[config.mk]
export PLATFORM = sky130hd
export DESIGN_NAME = flag_branch_unit
export DESIGN_NICKNAME = d
export VERILOG_FILES = /design/src/rtl/flag_branch_unit.sv
export SDC_FILE = /design/constraint.sdc
export NUM_CORES = 1
export LEC_CHECK = 0
export ABC_AREA = 1
export ABC_CLOCK_PERIOD_IN_PS = 2390
export BUFFER_PORTS_ARGS = -buffer_cell sky130_fd_sc_hd__buf_4
export CORE_ASPECT_RATIO = 0.7
export CORE_MARGIN = 2
export CORE_UTILIZATION = 45
export CTS_CLUSTER_DIAMETER = 200
export DETAILED_ROUTE_END_ITERATION = 10
export PLACE_DENSITY = 0.75
export SLEW_MARGIN = 20
export SYNTH_ARGS = -nofsm -noshare
export SYNTH_HDL_FRONTEND = slang
export SYNTH_SLANG_ARGS = --single-unit
[constraint.sdc]
create_clock -name clk -period 2.39 [get_ports clk]
set_input_delay 0.3585 -clock clk [delete_from_list [all_inputs] [get_ports clk]]
set_output_delay 0.3585 -clock clk [all_outputs]
set_load 0.02 [all_outputs]
[src/rtl/flag_branch_unit.sv]
// flag_branch_unit: latches the ALU Z/V/N flags into the architectural flag
// register, masked by opcode class. Evaluates 3-bit branch condition codes
// against those flags and returns a registered result to fetch. Resolves the
// EX-write/ID-read flag hazard either by bypass (FWD_EN=1) or by requesting an
// ID stall (FWD_EN=0). Also keeps saturating branch statistics counters.
module flag_branch_unit #(
  parameter bit FWD_EN = 1'b1,
  parameter int CNT_W  = 16
) (
  input  logic             clk,
  input  logic             rst_n,
  input  logic             ex_valid,
  input  logic [3:0]       ex_opcode,
  input  logic             Z_set,
  input  logic             V_set,
  input  logic             N_set,
  input  logic             stall,
  input  logic             flush,
  input  logic             br_valid_in,
  input  logic [2:0]       br_ccc,
  output logic [2:0]       flags_out,
  output logic             br_resolved,
  output logic             br_taken,
  output logic             hazard_stall,
  output logic [CNT_W-1:0] br_total,
  output logic [CNT_W-1:0] br_taken_cnt
);

  localparam logic [CNT_W-1:0] CNT_MAX = '1;
  localparam logic [CNT_W-1:0] CNT_ONE = {{(CNT_W-1){1'b0}}, 1'b1};

  // Flag bit order everywhere is {Z,V,N}.
  logic [2:0]       flags_q, flags_d;
  logic             resolved_q, resolved_d;
  logic             taken_q, taken_d;
  logic [CNT_W-1:0] total_q, total_d;
  logic [CNT_W-1:0] tcnt_q, tcnt_d;

  logic [2:0] wr_mask, rd_mask, next_flags, eval_flags;
  logic       cond_taken, accept;

  // Flags written by the EX opcode: arithmetic writes all, logic/shift writes Z.
  always_comb begin
    wr_mask = 3'b000;
    case (ex_opcode)
      4'h0, 4'h1:             wr_mask = 3'b111;
      4'h2, 4'h4, 4'h5, 4'h6: wr_mask = 3'b100;
      default:                wr_mask = 3'b000;
    endcase
  end

  // Flags a condition code depends on; used only for hazard detection.
  always_comb begin
    rd_mask = 3'b000;
    case (br_ccc)
      3'b000, 3'b001:         rd_mask = 3'b100;
      3'b011:                 rd_mask = 3'b001;
      3'b010, 3'b100, 3'b101: rd_mask = 3'b101;
      3'b110:                 rd_mask = 3'b010;
      default:                rd_mask = 3'b000;
    endcase
  end

  // Flag value after this edge; flush does not gate it since EX is older.
  always_comb begin
    next_flags = flags_q;
    if (ex_valid && !stall)
      next_flags = (flags_q & ~wr_mask) | ({Z_set, V_set, N_set} & wr_mask);
  end

  // Hazard request and branch acceptance; bypass removes the hazard entirely.
  always_comb begin
    hazard_stall = 1'b0;
    if (!FWD_EN)
      hazard_stall = br_valid_in && ex_valid && !flush && |(wr_mask & rd_mask);
    accept     = br_valid_in && !flush && !stall && !hazard_stall;
    eval_flags = FWD_EN ? next_flags : flags_q;
  end

  // Condition evaluation against the selected flags.
  always_comb begin
    cond_taken = 1'b0;
    case (br_ccc)
      3'b000: cond_taken = !eval_flags[2];
      3'b001: cond_taken = eval_flags[2];
      3'b010: cond_taken = !eval_flags[2] && !eval_flags[0];
      3'b011: cond_taken = eval_flags[0];
      3'b100: cond_taken = eval_flags[2] || (!eval_flags[2] && !eval_flags[0]);
      3'b101: cond_taken = eval_flags[0] || eval_flags[2];
      3'b110: cond_taken = eval_flags[1];
      default: cond_taken = 1'b1;
    endcase
  end

  // Next-state for result and counters; stall freezes everything.
  always_comb begin
    flags_d    = next_flags;
    resolved_d = stall ? resolved_q : accept;
    taken_d    = accept ? cond_taken : taken_q;
    total_d    = total_q;
    tcnt_d     = tcnt_q;
    if (accept && total_q != CNT_MAX) total_d = total_q + CNT_ONE;
    if (accept && cond_taken && tcnt_q != CNT_MAX) tcnt_d = tcnt_q + CNT_ONE;
  end

  // State registers with asynchronous reset discarding any pending result.
  always_ff @(posedge clk or negedge rst_n) begin
    if (!rst_n) begin
      flags_q    <= 3'b000;
      resolved_q <= 1'b0;
      taken_q    <= 1'b0;
      total_q    <= '0;
      tcnt_q     <= '0;
    end else begin
      flags_q    <= flags_d;
      resolved_q <= resolved_d;
      taken_q    <= taken_d;
      total_q    <= total_d;
      tcnt_q     <= tcnt_d;
    end
  end

  assign flags_out    = flags_q;
  assign br_resolved  = resolved_q;
  assign br_taken     = taken_q;
  assign br_total     = total_q;
  assign br_taken_cnt = tcnt_q;

endmodule

==> results.py, run 1 <==
metrics = {
    "status": {
        "status": "complete, no violations",
    },
    "yosys": {
        "synth_flop_cell": "dfrtp_1",
        "netlist_top_cells_count": "nand2_1, inv_1, dfrtp_1",
        "synth_seq_cells": 37,
        "synth_edf_count": 0,
        "seq_area_frac_synth_pct": 40.5,
        "synth_area_um2": 2280,
        "synth_warnings": 0,
        "avgSynthCellArea_um2": 8.13,
        "syn_inst": 281,
        "synth_nets": 299,
        "yosysMostFrequentCell": "nand2_1",
        "synth_area_leader_cell": "dfrtp_1",
        "synth_area_leaders": "dfrtp_1, nand2_1, xor2_1, inv_1, nand4_1",
        "synthArstFlopShare_pct": 100,
        "netlist.area_leader.share_pct": 40.5,
        "synth_cell_types": 31,
    },
    "power": {
        "vdd_drop_max_mv": 0.284,
        "leakage_nw": 1.52,
        "p_per_area_nw_per_um2": 661,
    },
    "clock_tree": {
        "cts-root-buf": "clkbuf_8",
        "hold_buffers": 0,
        "clock_sinks": 37,
        "clkTransAtPathRegs_ps": 70,
        "cts_tree": "yes",
        "cts_resized": 0,
        "cts_setup_buffers": 0,
        "worstSkewPairLatency_ps": 280,
        "cts_max_path_buffers": 2,
        "cts_made_buffers": 5,
        "htreeDepth": 2,
    },
    "setup_path": {
        "crit_arrival_ps": 2170,
        "crit_path_start_kind": "flip-flop",
        "cp-end-kind": "flip-flop",
        "crit_type": "flip-flop to flip-flop",
        "critical_path_peak_fanout": 17,
        "crit_required_ps": 2610,
    },
    "place": {
        "io_buffers": 52,
        "place_ws_ps": 374,
        "hpwlAfterDp_mm": 3.65,
        "globalplace.congestion": 0.844,
    },
    "floorplan": {
        "die_w_um": 89.2,
        "fp.coreArea_um2": 4830,
        "start_util_pct": 47.3,
        "die-area_um2": 5670,
        "ios": 54,
        "die_y_um": 63.6,
        "num_rows": 21,
    },
    "routing": {
        "drc": 0,
        "wl_mm": 4.78,
        "ant_nets": 0,
        "viasPerCell": 4.87,
        "wl_per_cell_um": 11.8,
        "vias": 1974,
        "drt_iter0_drc": 101,
        "dr.pass1.iters": 4,
    },
    "timing": {
        "fmax_mhz": 512,
        "finalMaxSlewViolations": 0,
        "hold_viol_final": 0,
        "rsz0062_at_grt": "false",
        "fin_crit_ps": 1950,
        "finalClockSkew_ps": 7.93,
        "post-route-period-util_pct": 81.7,
        "setup_tns_ps": 0,
        "setup_violations": 0,
        "layout_setup_ws_ps": 438,
        "hold_ws_ps": 25.9,
    },
    "global_routing": {
        "grt_max_degree": 38,
        "grtUsageTotal_pct": 18.5,
        "grt_remaining_overflow": 0,
        "grt_pass1_wl_mm": 8.31,
        "antenna_found_initial": 0,
        "grt_pass1_vias": 1831,
    },
    "layout": {
        "syn2layout_area_growth_pct": 23.7,
        "fin_nets": 353,
        "drive_above_1_share_pct": 27.4,
        "antenna_cells": 0,
    },
    "min_path": {
        "hp-class": "input port to asynchronous set/reset pin",
    },
    "flow_run": {
        "timing.max_cap.violations": 0,
    },
}
-- per-stage QoR --
step | instance area (um2) | utilization [%] | cells | power (mW)
after CTS | 2830 | 58.4 | 405 | 1.89
after detailed placement | 2720 | 56.3 | 397 | 1.41
after global routing | 2830 | 58.4 | 405 | 2.00
after global placement | 2720 | 56.3 | 397 | 1.40
after floorplan | 2280 | - | 281 | 1.17
final | 2830 | 58.4 | 405 | 1.87
-- critical path, cell delays in order, from the launching register on --
cell,delay (ps)
dfrtp_1,420
ha_1,230
nand2_1,100
inv_1,120
nand3_2,130
nor2_4,120
nand4_4,240
nand3_4,350
nand2_1,90
nand2_1,90
-- layout by cell type, fill, tap and decap left out --
master and n:
a21oi_1 1, buf_4 53, clkbuf_8 7, clkinv_2 1
conb_1 1, dfrtp_1 37, ha_1 2, inv_1 40
mux2_2 1, nand2_1 68, nand2_2 14, nand2_4 1
nand3_1 17, nand3_2 3, nand3_4 1, nand4_1 24
nand4_2 1, nand4_4 1, nor2_1 14, nor2_2 3
nor2_4 2, nor3_1 8, nor3_2 1, nor3_4 2
nor4_1 1, o21ai_0 3, o21ai_1 1, o21ai_2 1
xnor2_1 7, xor2_1 20
-- where the power goes --
group | switching, mW | internal [mW]
clock | 0.213 | 0.261
sequential | 0.112 | 0.718
combinational | 0.334 | 0.231
-- final timing paths --
path / from / end / slack [ps] / depth (start not counted)
max in group asynchronous: rst_n / br_total[13]$_DFFE_PN0P_ / 2040 / 1
max reg2reg: br_taken_cnt[0]$_DFFE_PN0P_ / br_taken_cnt[14]$_DFFE_PN0P_ / 440 / 9
min: rst_n / br_total[6]$_DFFE_PN0P_ / 30 / 1
min reg2reg: br_taken$_DFFE_PN0P_ / br_taken$_DFFE_PN0P_ / 510 / 2
min in group clk: V_set / flags_out[1]$_DFF_PN0_ / 340 / 3
max: br_taken_cnt[0]$_DFFE_PN0P_ / br_taken_cnt[14]$_DFFE_PN0P_ / 440 / 9
-- logic make-up after synthesis --
logic type | Yosys count | synth area share (%)
other | 1 | 0.164
multiplexers | 1 | 0.493
adder cells (fa/ha/maj) | 2 | 1.10
flip-flops | 37 | 40.5
buffers and inverters | 46 | 8.54
AND/OR/NAND/NOR | 161 | 37.3
AO/OA/AOI/OAI | 6 | 1.48
XOR/XNOR | 27 | 10.4
-- per-layer routing --
layer  share of wire, %  vias to the layer above  track usage, %
met1                 50                      898            27.3
met2                 44                       57            27.0
li1                   -                     1014               -
met3                5.6                        5            4.46
met4               0.96                        0            5.04
met5                  0                        -               0
-- sequential cells by signal (all words and copies together), names as in the netlist --
| signal | flops |
|---|---|
| flags_out | 3 |
| br_total | 16 |
| br_resolved | 1 |
| br_taken_cnt | 16 |
| br_taken | 1 |
-- cell type report --
class,count,area (um2)
Fill cell,449,2010
Multi-Input combinational cell,198,1160
Sequential cell,37,926
Timing Repair Buffer,53,398
Inverter,40,150
Clock buffer,7,96.3
Tap cell,69,86.3
Clock inverter,1,5.00
(Power assumes the default switching activity.)
==> run 2: changes to the inputs <==
- ABC_CLOCK_PERIOD_IN_PS: 2390 -> 1700
- PLACE_DENSITY: 0.75 -> 0.77
- clock period: 2.39 -> 1.7 ns (I/O delays scaled with it)
==> run 2 against run 1 <==
Via count rose by 12%. Cell count up 7.4%. Fmax grew 18%. Critical path type unchanged. Largest power group unchanged.
==> results.py, run 2 (synthesis results as in run 1) <==
metrics = {
    "status": {
        "status": "complete, no violations",
    },
    "global_routing": {
        "grt_remaining_overflow": 0,
        "grt_max_degree": 38,
        "grtUsageTotal_pct": 20.9,
        "grt_pass1_vias": 2073,
        "grt_pass1_wl_mm": 9.32,
        "antenna_found_initial": 0,
    },
    "power": {
        "swShare_pct": 37.1,
        "combPwrFrac_pct": 36.2,
        "p_per_area_nw_per_um2": 888,
        "internal_power_mw": 1.76,
        "power.switching_mw": 1.04,
        "p_seq_share_pct": 42.4,
        "leakage_nw": 1.68,
        "vdd_drop_max_mv": 0.386,
        "p_clk_share_pct": 21.4,
        "total_power_mw": 2.80,
    },
    "setup_path": {
        "crit_path_start_kind": "flip-flop",
        "crit_arrival_ps": 1840,
        "crit_type": "flip-flop to flip-flop",
        "slowest_delay_ps": 420,
        "cpMaxStageDelayCell": "dfrtp_2",
        "critical_path_peak_fanout": 5,
        "path_cells": "ha_2 -> nand2_2 -> inv_2 -> nand3_4 -> nor2_4 -> nand4_4 -> buf_2 -> nand4_1 -> nand2_1",
        "crit_required_ps": 1890,
        "cp-end-kind": "flip-flop",
    },
    "routing": {
        "vias": 2207,
        "viasPerCell": 5.07,
        "wl_per_cell_um": 13.8,
        "drt_iter0_drc": 157,
        "dr.pass1.iters": 4,
        "wl_mm": 5.99,
        "drc": 0,
        "ant_nets": 0,
    },
    "timing": {
        "setup_violations": 0,
        "fin_crit_ps": 1660,
        "finalMaxSlewViolations": 0,
        "finalClockSkew_ps": 7.83,
        "hold_viol_final": 0,
        "post-route-period-util_pct": 97.4,
        "layout_setup_ws_ps": 43.9,
        "fmax_mhz": 604,
    },
    "clock_tree": {
        "cts_tree": "yes",
        "cts-root-buf": "clkbuf_8",
        "worstSkewPairLatency_ps": 290,
        "cts_max_path_buffers": 2,
        "clkTransAtPathRegs_ps": 80,
        "cts_made_buffers": 5,
        "htreeDepth": 2,
        "clock_sinks": 37,
    },
    "layout": {
        "syn2layout_area_growth_pct": 38.1,
        "layout_commonest_cell": "buf_4",
        "fin_nets": 383,
        "finalInstanceArea_um2": 3160,
        "layout_common_cells": "buf_4, nand2_1, inv_1",
        "fill_cells": 398,
        "antenna_cells": 0,
        "drive_above_1_share_pct": 37.7,
    },
    "place": {
        "place_ws_ps": -47.7,
        "globalplace.congestion": 0.839,
        "place_area_um2": 2880,
        "hpwlAfterDp_mm": 4.18,
        "io_buffers": 52,
    },
    "min_path": {
        "hp-class": "input port to flip-flop",
    },
    "floorplan": {
        "ios": 54,
        "num_rows": 21,
        "die_w_um": 89.2,
        "die_y_um": 63.6,
        "fp.coreArea_um2": 4830,
        "die-area_um2": 5670,
        "start_util_pct": 47.3,
    },
    "flow_run": {
        "timing.max_cap.violations": 0,
    },
}
-- run 2: layer usage --
metal / up-vias / GRT usage [%] / part of all wire, % / routed length [um]
li1: 1082 / - / - / -
met1: 1061 / 29.2 / 47 / 2810
met2: 57 / 32.1 / 47 / 2820
met3: 7 / 5.37 / 4.7 / 284
met4: 0 / 5.22 / 1.2 / 71
met5: - / 0 / 0 / 0
-- run 2: through the flow --
step	TNS, ps	utilization, %	instances	hold WS [ps]
after global routing	-157	65.3	435	232
final	0	65.3	435	233
after detailed placement	-311	59.6	415	244
after floorplan	-9.51	-	281	-40.6
after CTS	0	61.5	424	232
after global placement	0	59.6	415	245
-- run 2: power groups by stage --
stage          clock, mW  combinational [mW]  sequential, mW
2_1_floorplan          0               0.346            1.34
3_3_place_gp           0               0.863            1.19
3_5_place_dp           0               0.890            1.19
4_1_cts            0.614               0.892            1.18
5_1_grt            0.664                1.10            1.21
6_report           0.601                1.01            1.19
-- run 2: path summary, 6_finish.rpt --
check                      cells past startpoint  slack [ps]                   startpoint                           to
max                                            9          40  br_taken_cnt[0]$_DFFE_PN0P_  br_taken_cnt[0]$_DFFE_PN0P_
min                                            3         230                        V_set       flags_out[1]$_DFF_PN0_
max reg2reg                                    9          40  br_taken_cnt[0]$_DFFE_PN0P_  br_taken_cnt[0]$_DFFE_PN0P_
min reg2reg                                    2         500      br_resolved$_DFFE_PN0N_      br_resolved$_DFFE_PN0N_
max in group asynchronous                      2         880                        rst_n      br_total[1]$_DFFE_PN0P_
min in group asynchronous                      2         460                        rst_n      br_total[5]$_DFFE_PN0P_
-- run 2: final cells by class --
type,count,area (um2),area share [%]
Timing Repair Buffer,82,627,19.9
Multi-Input combinational cell,199,1280,40.6
Clock buffer,8,80.1,2.54
Tap cell,69,86.3,2.74
Sequential cell,37,932,29.5
Inverter,40,150,4.76
-- run 2: timing repair --
action / in CTS / in global routing
setup buffers: 0 / 9
hold buffers: 1 / 0
endpoints found under the setup margin: 0 / 23
resized for setup: 0 / 24
hold endpoints to repair: 37 / 0
-- run 2: worst max-delay path, delay by kind of cell (launching register included) --
| family | cells | cell delay, ps |
|---|---|---|
| adders and majority gates | 1 | 200 |
| buffers and inverters | 2 | 310 |
| DFF | 1 | 420 |
| and+or+nand+nor | 6 | 630 |
==> run 3: changes to the inputs <==
==> constraint.sdc (replaced) <==
create_clock -name clk -period 1.7 [get_ports clk]
set_input_delay 0.34 -clock clk [delete_from_list [all_inputs] [get_ports clk]]
set_output_delay 0.34 -clock clk [all_outputs]
set_load 0.02 [all_outputs]
==> run 3 against run 2 <==
The run now ends with negative hold slack left. Utilization fell by 1.4 points. Via count fell by 2.0%. Register-to-register slack barely moved. Combinational power fell by 9%. Clock skew fell by 1.6 ps. Worst hold slack got worse by 240 ps. Clock power rose by 52%. Count of clock-buffer cells in the layout fell by 3. Sequential cell count did not move. Fmax rose by 0.24%. Critical path type unchanged. Highest routed layer unchanged.
==> results.py, run 3 (synthesis results as in run 1) <==
metrics = {
    "status": {
        "status": "finished with violations",
        "violations": "negative hold slack",
    },
    "floorplan": {
        "ios": 54,
        "die_w_um": 89.2,
        "num_rows": 21,
        "die_y_um": 63.6,
        "start_util_pct": 47.3,
        "fp.coreArea_um2": 4830,
        "die-area_um2": 5670,
    },
    "place": {
        "globalplace.congestion": 0.842,
        "place_ws_ps": -106,
        "io_buffers": 52,
        "hpwlAfterDp_mm": 4.07,
        "place_area_um2": 2890,
        "dp_cells": 416,
    },
    "power": {
        "leakage_nw": 1.66,
        "swShare_pct": 33.7,
        "vdd_drop_max_mv": 0.529,
        "power.switching_mw": 1.02,
        "p_clk_share_pct": 30.3,
        "internal_power_mw": 2.00,
        "combPwrFrac_pct": 30.5,
        "total_power_mw": 3.02,
        "p_per_area_nw_per_um2": 976,
        "p_seq_share_pct": 39.2,
    },
    "routing": {
        "wl_mm": 5.71,
        "drt_iter0_drc": 197,
        "vias": 2162,
        "drc": 0,
        "dr.pass1.iters": 4,
        "viasPerCell": 5.06,
        "wl_per_cell_um": 13.4,
        "ant_nets": 0,
    },
    "timing": {
        "finalClockSkew_ps": 6.23,
        "layout_setup_ws_ps": 48.0,
        "setup_violations": 0,
        "finalMaxSlewViolations": 0,
        "hold_viol_final": 8,
        "hold_ws_ps": -7.20,
        "rsz0062_at_grt": "true",
        "fin_crit_ps": 1650,
        "post-route-period-util_pct": 97.2,
        "setup_tns_ps": 0,
        "fmax_mhz": 605,
    },
    "flow_run": {
        "timing.max_cap.violations": 0,
    },
    "clock_tree": {
        "hold_buffers": 0,
        "worstSkewPairLatency_ps": 290,
        "clock_sinks": 37,
        "clkTransAtPathRegs_ps": 80,
        "htreeDepth": 2,
        "cts_made_buffers": 5,
        "cts-root-buf": "clkbuf_8",
        "cts_tree": "yes",
        "cts_max_path_buffers": 2,
    },
    "layout": {
        "syn2layout_area_growth_pct": 35.2,
        "drive_above_1_share_pct": 35.8,
        "layout_common_cells": "buf_4, nand2_1, inv_1",
        "finalInstanceArea_um2": 3090,
        "layout_commonest_cell": "buf_4",
        "final_cells": 427,
        "fin_nets": 375,
        "antenna_cells": 0,
        "final_util_pct": 63.9,
    },
    "setup_path": {
        "path_cells": "ha_4 -> nand3_2 -> nor2_1 -> nand3_1 -> nand2_2 -> buf_4 -> mux2_2",
        "crit_arrival_ps": 1830,
        "crit_type": "flip-flop to flip-flop",
        "critPathTopFamily": "simple AND/OR/NAND/NOR gates",
        "cp-end-kind": "flip-flop",
        "crit_path_start_kind": "flip-flop",
        "crit_buf_inv": 1,
        "critical_path_peak_fanout": 7,
        "slowest_delay_ps": 410,
        "crit_required_ps": 1880,
        "cpMaxStageDelayCell": "dfrtp_2",
    },
    "global_routing": {
        "grtUsageTotal_pct": 21.6,
        "antenna_found_initial": 0,
        "grt_remaining_overflow": 0,
        "grt_pass1_vias": 2079,
        "grt_max_degree": 38,
        "grt_pass1_wl_mm": 9.76,
    },
    "min_path": {
        "hp-class": "input port to asynchronous set/reset pin",
    },
}
## run 3: path summary, 6_finish.rpt
path / to / cells after the start / slack [ps] / startpoint
setup reg to reg: br_total[1]$_DFFE_PN0P_ / 7 / 50 / br_total[1]$_DFFE_PN0P_
setup / recovery: br_total[1]$_DFFE_PN0P_ / 7 / 50 / br_total[1]$_DFFE_PN0P_
min in group clk: br_resolved$_DFFE_PN0N_ / 3 / 320 / stall
hold reg to reg: br_resolved$_DFFE_PN0N_ / 2 / 500 / br_resolved$_DFFE_PN0N_
max in group asynchronous: br_total[0]$_DFFE_PN0P_ / 1 / 1340 / rst_n
hold / removal: br_total[7]$_DFFE_PN0P_ / 1 / -7 / rst_n
## run 3: final cells by class
cell class,instances,area [um2]
fill,422,1750
multi-input combinational,198,1220
sequential,37,931
timing repair buffer,75,563
inverter,40,150
tap,69,86.3
clock buffer,5,68.8
clock inverter,3,65.1
## run 3: per-layer routing
layer	GRT usage [%]	share of wire, %	up-vias
met5	0	0	-
met4	6.16	1.5	0
met3	4.46	7.1	11
met2	32.8	47	85
met1	30.9	44	1010
li1	-	-	1056
## run 3: power groups by stage
stage                     logic (mW)  registers [mW]  clock network, mW
after detailed placement       0.894            1.19                  0
after global placement         0.870            1.19                  0
after global routing            1.01            1.21              0.977
after CTS                      0.898            1.18              0.931
after floorplan                0.346            1.34                  0
final                          0.919            1.18              0.915
## run 3: what timing repair did
action | 4_1_cts | 5_1_grt
endpoints found under the setup margin | 0 | 22
setup buffers | 0 | 3
resized for setup | 0 | 10
endpoints found under the hold margin | 0 | 0
